==> config.mk <==
export PLATFORM = sky130hd
export DESIGN_NAME = fetch_stage
export DESIGN_NICKNAME = d
export VERILOG_FILES = /design/src/rtl/fetch_stage.sv
export SDC_FILE = /design/constraint.sdc
export NUM_CORES = 1
export LEC_CHECK = 0
export ABC_CLOCK_PERIOD_IN_PS = 5800
export BUFFER_PORTS_ARGS = -buffer_cell sky130_fd_sc_hd__buf_2
export CORE_MARGIN = 2
export CORE_UTILIZATION = 53
export CTS_CLUSTER_DIAMETER = 80
export DETAILED_ROUTE_END_ITERATION = 8
export GPL_ROUTABILITY_DRIVEN = 0
export PLACE_DENSITY_LB_ADDON = 0.08
export SYNTH_ARGS = -nofsm -noshare
export SYNTH_HDL_FRONTEND = slang
export SYNTH_SLANG_ARGS = --single-unit
==> constraint.sdc <==
create_clock -name clk -period 5.8 [get_ports clk]
set_input_delay 0.87 -clock clk [delete_from_list [all_inputs] [get_ports clk]]
set_output_delay 0.87 -clock clk [all_outputs]
set_load 0.005 [all_outputs]
==> src/rtl/fetch_stage.sv <==
// Instruction fetch stage: PC register with jump/branch redirect and stall,
// plus the IF/ID pipeline register, a capture counter and a sticky misalignment flag.
module fetch_stage #(
  parameter logic [31:0] RESET_PC  = 32'h0000_0000,
  parameter logic [31:0] NOP_INSTR = 32'h0000_0000
) (
  input  logic        clk,
  input  logic        rst_n,
  input  logic        stall,
  input  logic        flush,
  input  logic        branch_taken,
  input  logic [31:0] branch_target,
  input  logic        jump,
  input  logic [31:0] jump_target,
  output logic [31:0] i_addr,
  input  logic [31:0] i_data,
  output logic [31:0] pc,
  output logic [31:0] if_id_instr,
  output logic [31:0] if_id_pc4,
  output logic        if_id_valid,
  output logic [31:0] fetch_count,
  output logic        misalign_err
);

  logic [31:0] pc_q, pc_d;
  logic [31:0] if_id_instr_q, if_id_instr_d;
  logic [31:0] if_id_pc4_q, if_id_pc4_d;
  logic        if_id_valid_q, if_id_valid_d;
  logic [31:0] fetch_count_q, fetch_count_d;
  logic        misalign_err_q, misalign_err_d;

  logic        redirect;
  logic [31:0] redirect_target;
  logic [31:0] pc_plus4;
  logic        capture;

  always_comb begin
    redirect        = jump | branch_taken;
    // Jump outranks branch, so only the jump target is examined when both fire.
    redirect_target = jump ? jump_target : branch_target;
    pc_plus4        = pc_q + 32'd4;
    capture         = !(flush || redirect) && !stall;

    pc_d = pc_q;
    if (redirect) begin
      pc_d = {redirect_target[31:2], 2'b00};
    end else if (!stall) begin
      pc_d = pc_plus4;
    end

    if_id_instr_d = if_id_instr_q;
    if_id_pc4_d   = if_id_pc4_q;
    if_id_valid_d = if_id_valid_q;
    if (flush || redirect) begin
      if_id_instr_d = NOP_INSTR;
      if_id_pc4_d   = 32'd0;
      if_id_valid_d = 1'b0;
    end else if (!stall) begin
      if_id_instr_d = i_data;
      if_id_pc4_d   = pc_plus4;
      if_id_valid_d = 1'b1;
    end

    fetch_count_d  = capture ? fetch_count_q + 32'd1 : fetch_count_q;
    misalign_err_d = misalign_err_q | (redirect & (redirect_target[1:0] != 2'b00));
  end

  always_ff @(posedge clk) begin
    if (!rst_n) begin
      pc_q           <= RESET_PC;
      if_id_instr_q  <= NOP_INSTR;
      if_id_pc4_q    <= 32'd0;
      if_id_valid_q  <= 1'b0;
      fetch_count_q  <= 32'd0;
      misalign_err_q <= 1'b0;
    end else begin
      pc_q           <= pc_d;
      if_id_instr_q  <= if_id_instr_d;
      if_id_pc4_q    <= if_id_pc4_d;
      if_id_valid_q  <= if_id_valid_d;
      fetch_count_q  <= fetch_count_d;
      misalign_err_q <= misalign_err_d;
    end
  end

  assign i_addr       = pc_q;
  assign pc           = pc_q;
  assign if_id_instr  = if_id_instr_q;
  assign if_id_pc4    = if_id_pc4_q;
  assign if_id_valid  = if_id_valid_q;
  assign fetch_count  = fetch_count_q;
  assign misalign_err = misalign_err_q;

endmodule

After elaboration in Yosys (flattened, before gate mapping)
Cells that the tools add are included.
{"block": "op_classes", "n_eq_ne": 1, "n_reduce_logical": 7, "mux": 3, "n_addsub": 2, "bitwise_logic": 4}
{"operator": "$mux 32", "n": 3}
{"operator": "$add 32x1->32 const B", "n": 1}
{"operator": "$add 32x3->32 const B", "n": 1}
{"operator": "$reduce_or 2->1", "n": 2}
{"operator": "$logic_not 1->1", "n": 2}
{"operator": "$ne 2x1->1 const B", "n": 1}
{"operator": "$or 1x1->1", "n": 2}
{"operator": "$reduce_bool 2->1", "n": 1}
{"operator": "$and 1x1->1", "n": 1}
{"operator": "$logic_and 1x1->1", "n": 1}
{"operator": "$logic_or 1x1->1", "n": 1}
{"operator": "$not 1->1", "n": 1}
{"block": "totals", "register_bits": 130, "out_inout_bits": 162, "in_bits": 102}

Logic depth before layout (Yosys ltp)
Gate-level depths: netlist of run 1.
{"block": "logic_depth", "depth_word": 4, "mapped_depth": 7}

Least setup slack after synthesis of run 1
No wires, ideal clock.
{"block": "synth_timing", "kind": "input to register", "start": "input port jump", "end": "register if_id_pc4_q[10] (netlist: if_id_pc4[10])", "arrival_ps": 2232, "path_slack_ps": 3498, "stages": 7, "cell_sequence": "buf_2 > or2_2 > clkbuf_1 > or3_1 > clkbuf_1 > clkbuf_1 > a21oi_1"}
{"block": "synth_between", "elab_chain_cells": 3}
{"element": "from (decl)", "line_no": "13", "rtl": "input logic jump,"}
{"element": "$or 1x1->1", "line_no": "38", "rtl": "redirect = jump | branch_taken;"}
{"element": "$logic_or 1x1->1", "line_no": "54", "rtl": "if (flush || redirect) begin"}
{"element": "$reduce_or 2->1 (no source line)"}
{"element": "to (signal assigned)", "line_no": "79", "rtl": "if_id_pc4_q <= if_id_pc4_d;"}
{"element": "to (decl)", "line_no": "27", "rtl": "logic [31:0] if_id_pc4_q, if_id_pc4_d;"}
No other way between the ends.
A chain may end at the register's enable or synchronous reset.

Worst setup path in the final report of run 1
{"block": "layout_timing", "start": "input port stall", "end": "register pc_q[21] (netlist: i_addr[21])"}
{"block": "layout_between", "elab_chain_cells": 1}
{"element": "from (decl)", "line_no": "9", "rtl": "input logic stall,"}
{"element": "$ne 2x1->1 (no source line)"}
{"element": "to (signal assigned)", "line_no": "77", "rtl": "pc_q <= pc_d;"}
{"element": "to (decl)", "line_no": "25", "rtl": "logic [31:0] pc_q, pc_d;"}
No other way between the ends.

==> results of run 1 <==
-- worst max-delay path, stage by stage --
cell and delay [ps]:
buf_4 700, clkinv_1 220, nor2_1 1100, nand2_1 170
o21ai_0 130, o2bb2ai_1 130
-- synth_stat cells, types with 5 or more instances --
master and count:
nor2_1 88, nand3_1 23, nand2_1 53, nand3b_1 5, nor3_1 15, inv_1 10, xor2_1 15, clkbuf_1 34
or3_1 9, nand4_1 16, a21oi_1 59, a22oi_1 13, buf_1 7, and4_1 9, dfxtp_1 126, nor4_1 22
buf_4 36, and3_1 5, o22ai_1 11, a211oi_1 6, buf_2 7, xnor2_1 36, o211a_1 8, mux2i_1 37
or4_1 5, o21ai_0 52
-- cell type report --
| type | instances | share of cell area (%) |
|---|---|---|
| multi-input combinational | 553 | 42.6 |
| tap | 147 | 2.27 |
| timing repair buffer | 261 | 16.3 |
| clock inverter | 7 | 1.39 |
| sequential | 126 | 31.1 |
| inverter | 12 | 0.556 |
| clock buffer | 23 | 5.77 |
-- final timing paths --
| path | startpoint | endpoint | slack [ps] | depth (start not counted) |
|---|---|---|---|---|
| worst max register to register | i_addr[2]$_SDFFE_PN0P_ | if_id_pc4[18]$_SDFFE_PP0N_ | 3310 | 6 |
| worst min register to register | if_id_pc4[9]$_SDFFE_PP0N_ | if_id_pc4[9]$_SDFFE_PP0N_ | 460 | 2 |
| worst max-delay path | stall | i_addr[21]$_SDFFE_PN0P_ | 2790 | 6 |
| worst min-delay path | if_id_pc4[9]$_SDFFE_PP0N_ | if_id_pc4[9]$_SDFFE_PP0N_ | 460 | 2 |
-- registers in the layout, indices dropped and copies added (netlist names) --
signal	cells
misalign_err	1
fetch_count	32
i_addr	30
if_id_pc4	30
if_id_valid	1
if_id_instr	32
-- per-layer routing --
layer | up-vias | global-route usage, %
met3 | 37 | 6.85
li1 | 3134 | -
met4 | 0 | 13.7
met1 | 3041 | 34.7
met5 | - | 0
met2 | 298 | 47.6
-- where the power goes --
group	switching, W	leakage [nW]	total [W]	internal (W)
clock network	0.000359	0.283	0.00105	0.000691
logic	0.000117	2.32	0.000221	0.000104
registers	0.0000452	1.02	0.000934	0.000889
total	0.000521	3.63	0.00220	0.00168
-- cell families (layout without fill, tap and decap cells) --
kind of cell | Yosys count | after routing | share of synthesized area, %
AO/OA/AOI/OAI | 176 | 176 | 16.4
other | 1 | 6 | 0.0576
multiplexers | 37 | 37 | 5.69
adder cells (fa/ha/maj) | 2 | 2 | 0.384
buffers and inverters | 101 | 303 | 8.42
XOR/XNOR | 51 | 51 | 6.86
AND/OR/NAND/NOR | 281 | 281 | 23.4
flip-flops | 126 | 126 | 38.8
-- metrics by stage --
step / hold slack, ps / cell area, sq um
4_1_cts: 465 / 8110
5_1_grt: 482 / 8110
3_5_place_dp: 454 / 7530
2_1_floorplan: 457 / 6530
6_report: 459 / 8110
3_3_place_gp: 444 / 7530
==> results.cfg, run 1 <==
[route]
drt-met1-wl_um = 7710
maxUsedRoutingLayer = met4
dr_wl_met3_um = 1520
wl_um = 18900
antenna_left = 0
drtIter0Drc = 427
wl_met2_um = 9200
dr.pass1.iters = 6
drt-vias-per-instance = 5.77
num_vias = 6510
routedWlPerCell_um = 16.8
drc = 0

[yosys]
synth_area_leader_cell = dfxtp_1
synthTopCellsByArea = dfxtp_1 39%, mux2i_1 5.7%, nor2_1 5.1%, xnor2_1 4.8%, a21oi_1 4.5%
ys_seq_area_share_pct = 38.8
synth_seq_cells = 126
synth_top_area_share_pct = 38.8
synthDistinctLibCells = 62
synth_area_sq_um = 6510
synth_edf_count = 0
yosysWarnings = 0
synthCells = 775
syn_avg_cell_area_sq_um = 8.40
synth-async-reset-ratio_pct = 0
synthFlopType = dfxtp_1

[final_layout]
num-fill-cells = 1043
fin_cells = 1129
drive_gt1_share_pct = 31.3
final_nets = 1075
mostFrequentLayoutCells = 256 x buf_2, 126 x dfxtp_1, 88 x nor2_1, 59 x a21oi_1, 53 x nand2_1
antennaDiodeCount = 0
final_util_pct = 67.5
area_growth_pct = 24.6
regArea_sq_um = 2520
final_common_cell = buf_2
multi_input_area_sq_um = 3460

[sta]
tightest_slew_ps = 1400
fmaxAchievable_mhz = 332
setup_ws_ps = 2790
maxSlewViolCount = 0
setup_tns_ps = 0
fin_skew_ps = 6.60
min_period_ps = 3010
setup_viol = 0
hold_violations = 0
maxSlewHeadroom_pct = 6.55
finalCritPeriodShare_pct = 51.9
grt_setup_unrepaired = false

[power_and_ir_drop]
worst_ir_drop_vdd_mv = 0.170
powerDensity_nw_per_um2 = 272
p_total_w = 0.00220
p_leak_nw = 3.63

[clock_network]
postCtsSetupRepairBufs = 0
cts_buffers = 17
clockBufferDepth = 2
cts-root-buf = clkbuf_16
ctsHoldBuffers = 0
cts_tree = built
ctsHtreeMaxLevel = 4
insertion_delay_ps = 410
ctsResizeCount = 0
cts_sinks = 126
path_clk_slew_ps = 50

[floorplan]
core-area_sq_um = 12000
initial_core_util_pct = 54.2
placementRows = 40
die_h_um = 115
io_pins = 264
die_x_um = 115
die-area_sq_um = 13200

[run]
maxCapViolCount = 0

[place]
pre_cts_slack_ps = 2460
dp_cells = 1099
dp_hpwl_um = 13400
portBuffers = 257

[setup_path]
path_class = primary input to flop
endpoint_kind = flop
arrival_ps = 3350
critPathMaxFanout = 69
timing.critical_path.from_type = primary input
cp.required_ps = 6130

[global_route]
grt-ovfl-total = 0
grt_pass1_wl_um = 29900
grt_max_degree = 70
antenna_found_initial = 1
grt_pass1_vias = 6122
grt.total_usage_pct = 28.5

[outcome]
status = finished clean

[worst_hold_path]
worstHoldPathType = flop to flop
(Power assumes the default switching activity.)
==> run 2: changes to the inputs <==
--- a/config.mk
+++ b/config.mk
@@ -5,10 +5,10 @@
 export SDC_FILE = /design/constraint.sdc
 export NUM_CORES = 1
 export LEC_CHECK = 0
-export ABC_CLOCK_PERIOD_IN_PS = 5800
+export ABC_CLOCK_PERIOD_IN_PS = 3050
 export BUFFER_PORTS_ARGS = -buffer_cell sky130_fd_sc_hd__buf_2
 export CORE_MARGIN = 2
-export CORE_UTILIZATION = 53
+export CORE_UTILIZATION = 49
 export CTS_CLUSTER_DIAMETER = 80
 export DETAILED_ROUTE_END_ITERATION = 8
 export GPL_ROUTABILITY_DRIVEN = 0
==> constraint.sdc (replaced) <==
create_clock -name clk -period 3.05 [get_ports clk]
set_input_delay 0.4575 -clock clk [delete_from_list [all_inputs] [get_ports clk]]
set_output_delay 0.4575 -clock clk [all_outputs]
set_load 0.005 [all_outputs]
==> run 2 against run 1 <==
Critical path depth did not move. Highest routed layer is now met5. Global-route usage fell by 1.4 points. Critical path type is now flop to flop. Clock power rose by 75%. Sequential share of layout area fell by 0.33 points.
==> results.cfg, run 2 (synthesized netlist as in run 1, its figures left out) <==
[clock_network]
ctsHtreeMaxLevel = 4
clockBufferDepth = 2
cts_buffers = 17
path_clk_slew_ps = 60
cts-root-buf = clkbuf_16
ctsResizeCount = 0
insertion_delay_ps = 420
postCtsSetupRepairBufs = 0
cts_sinks = 126
ctsHoldBuffers = 0
cts_tree = built

[setup_path]
crit_chain = ha_1, nand4_1, nor3_1, nand3_1, xor2_1, a21oi_1
rr_endpoint = if_id_pc4[18]$_SDFFE_PP0N_
max_stage_delay_ps = 640
endpoint_kind = flop
cp.required_ps = 3330
path_class = flop to flop
critical_path_buf_inv_count = 0
timing.critical_path.from_type = flop
worst_r2r_path_depth = 6
timing.rr.start = i_addr[2]$_SDFFE_PN0P_
arrival_ps = 2720
reg2reg_slack_ps = 600
cp_slowest_cell = nor3_1
critPathMaxFanout = 9
crit_family = simple AND/OR/NAND/NOR gates

[sta]
setup_viol = 0
setup_ws_ps = 602
grt_setup_unrepaired = false
finalCritPeriodShare_pct = 80.3
hold_violations = 0
maxSlewViolCount = 0
fmaxAchievable_mhz = 409
tightest_slew_ps = 1170
maxSlewHeadroom_pct = 22.0
setup_tns_ps = 0
min_period_ps = 2450
fin_skew_ps = 6.51

[route]
num_vias = 6403
drt-vias-per-instance = 5.46
drtIter0Drc = 434
wl_um = 19200
dr.pass1.iters = 6
routedWlPerCell_um = 16.4
antenna_left = 0
drc = 0

[final_layout]
fin_cells = 1173
drive_gt1_share_pct = 32.6
final_nets = 1086
final_common_cell = buf_2
mostFrequentLayoutCells = 256 x buf_2, 126 x dfxtp_1, 88 x nor2_1, 59 x a21oi_1, 53 x nand2_1
area_growth_pct = 25.9

[global_route]
grt_max_degree = 56
use_met1_pct = 34.5
met3_usage_pct = 5.51
grt_util_met2_pct = 44.9
grt.total_usage_pct = 27.1
grt_pass1_wl_um = 30500
grt-ovfl-total = 0
grt_pass1_vias = 5979
grt_busiest_layer = met2
antenna_found_initial = 3

[run]
maxCapViolCount = 0

[outcome]
status = finished clean

[place]
pre_cts_slack_ps = 576
dp_hpwl_um = 13500
portBuffers = 257
dp_cells = 1139

[worst_hold_path]
min_from = jump_target[2]
worstHoldPathCells = 2
worstHoldPathType = primary input to flop
hold_end = i_addr[2]$_SDFFE_PN0P_

[power_and_ir_drop]
worst_ir_drop_vdd_mv = 0.355
p_leak_nw = 3.66
powerDensity_nw_per_um2 = 493

[floorplan]
die-area_sq_um = 14200
placementRows = 42
die_h_um = 119
initial_core_util_pct = 49.7
die_x_um = 119
core-area_sq_um = 13100
io_pins = 264
## run 2: worst max-delay path by stage
stage	cells after the start	from	slack (ps)	endpoint
after floorplan	7	i_addr[8]$_SDFFE_PN0P_	1110	i_addr[29]$_SDFFE_PN0P_
after global placement	6	i_addr[2]$_SDFFE_PN0P_	600	if_id_pc4[18]$_SDFFE_PP0N_
after detailed placement	6	i_addr[2]$_SDFFE_PN0P_	580	if_id_pc4[18]$_SDFFE_PP0N_
after CTS	6	i_addr[2]$_SDFFE_PN0P_	570	if_id_pc4[18]$_SDFFE_PP0N_
after global routing	6	i_addr[2]$_SDFFE_PN0P_	300	if_id_pc4[18]$_SDFFE_PP0N_
final	6	i_addr[2]$_SDFFE_PN0P_	600	if_id_pc4[18]$_SDFFE_PP0N_
## run 2: report_power, final
part / switching (W) / internal [W] / leakage [nW] / total [W]
clock: 0.000758 / 0.00108 / 0.265 / 0.00184
sequential: 0.0000809 / 0.00169 / 1.02 / 0.00177
combinational: 0.000228 / 0.000205 / 2.37 / 0.000433
total: 0.00107 / 0.00297 / 3.66 / 0.00404
## run 2: stage by stage
| stage | cell area [sq um] | power, W | utilization, % | hold WS [ps] |
|---|---|---|---|---|
| after floorplan | 6530 | 0.00207 | - | 457 |
| after global placement | 7650 | 0.00223 | 58.4 | 445 |
| after detailed placement | 7650 | 0.00224 | 58.4 | 450 |
| after CTS | 8190 | 0.00407 | 62.6 | 257 |
| after global routing | 8190 | 0.00420 | 62.6 | 256 |
| final | 8200 | 0.00404 | 62.6 | 266 |
## run 2: metal layers
layer  share of wire (%)  vias up
met5               0.068        -
met4                 2.0        2
met3                 7.1       33
met2                  48      253
met1                  43     2946
li1                    -     3169
## run 2: cell type report
cell class | count | area, sq um
inverter | 12 | 45.0
clock buffer | 19 | 453
clock inverter | 13 | 91.3
sequential | 126 | 2520
antenna | 2 | 5.00
tap | 176 | 220
timing repair buffer | 272 | 1400
multi-input combinational | 553 | 3460
fill | 1215 | 4890
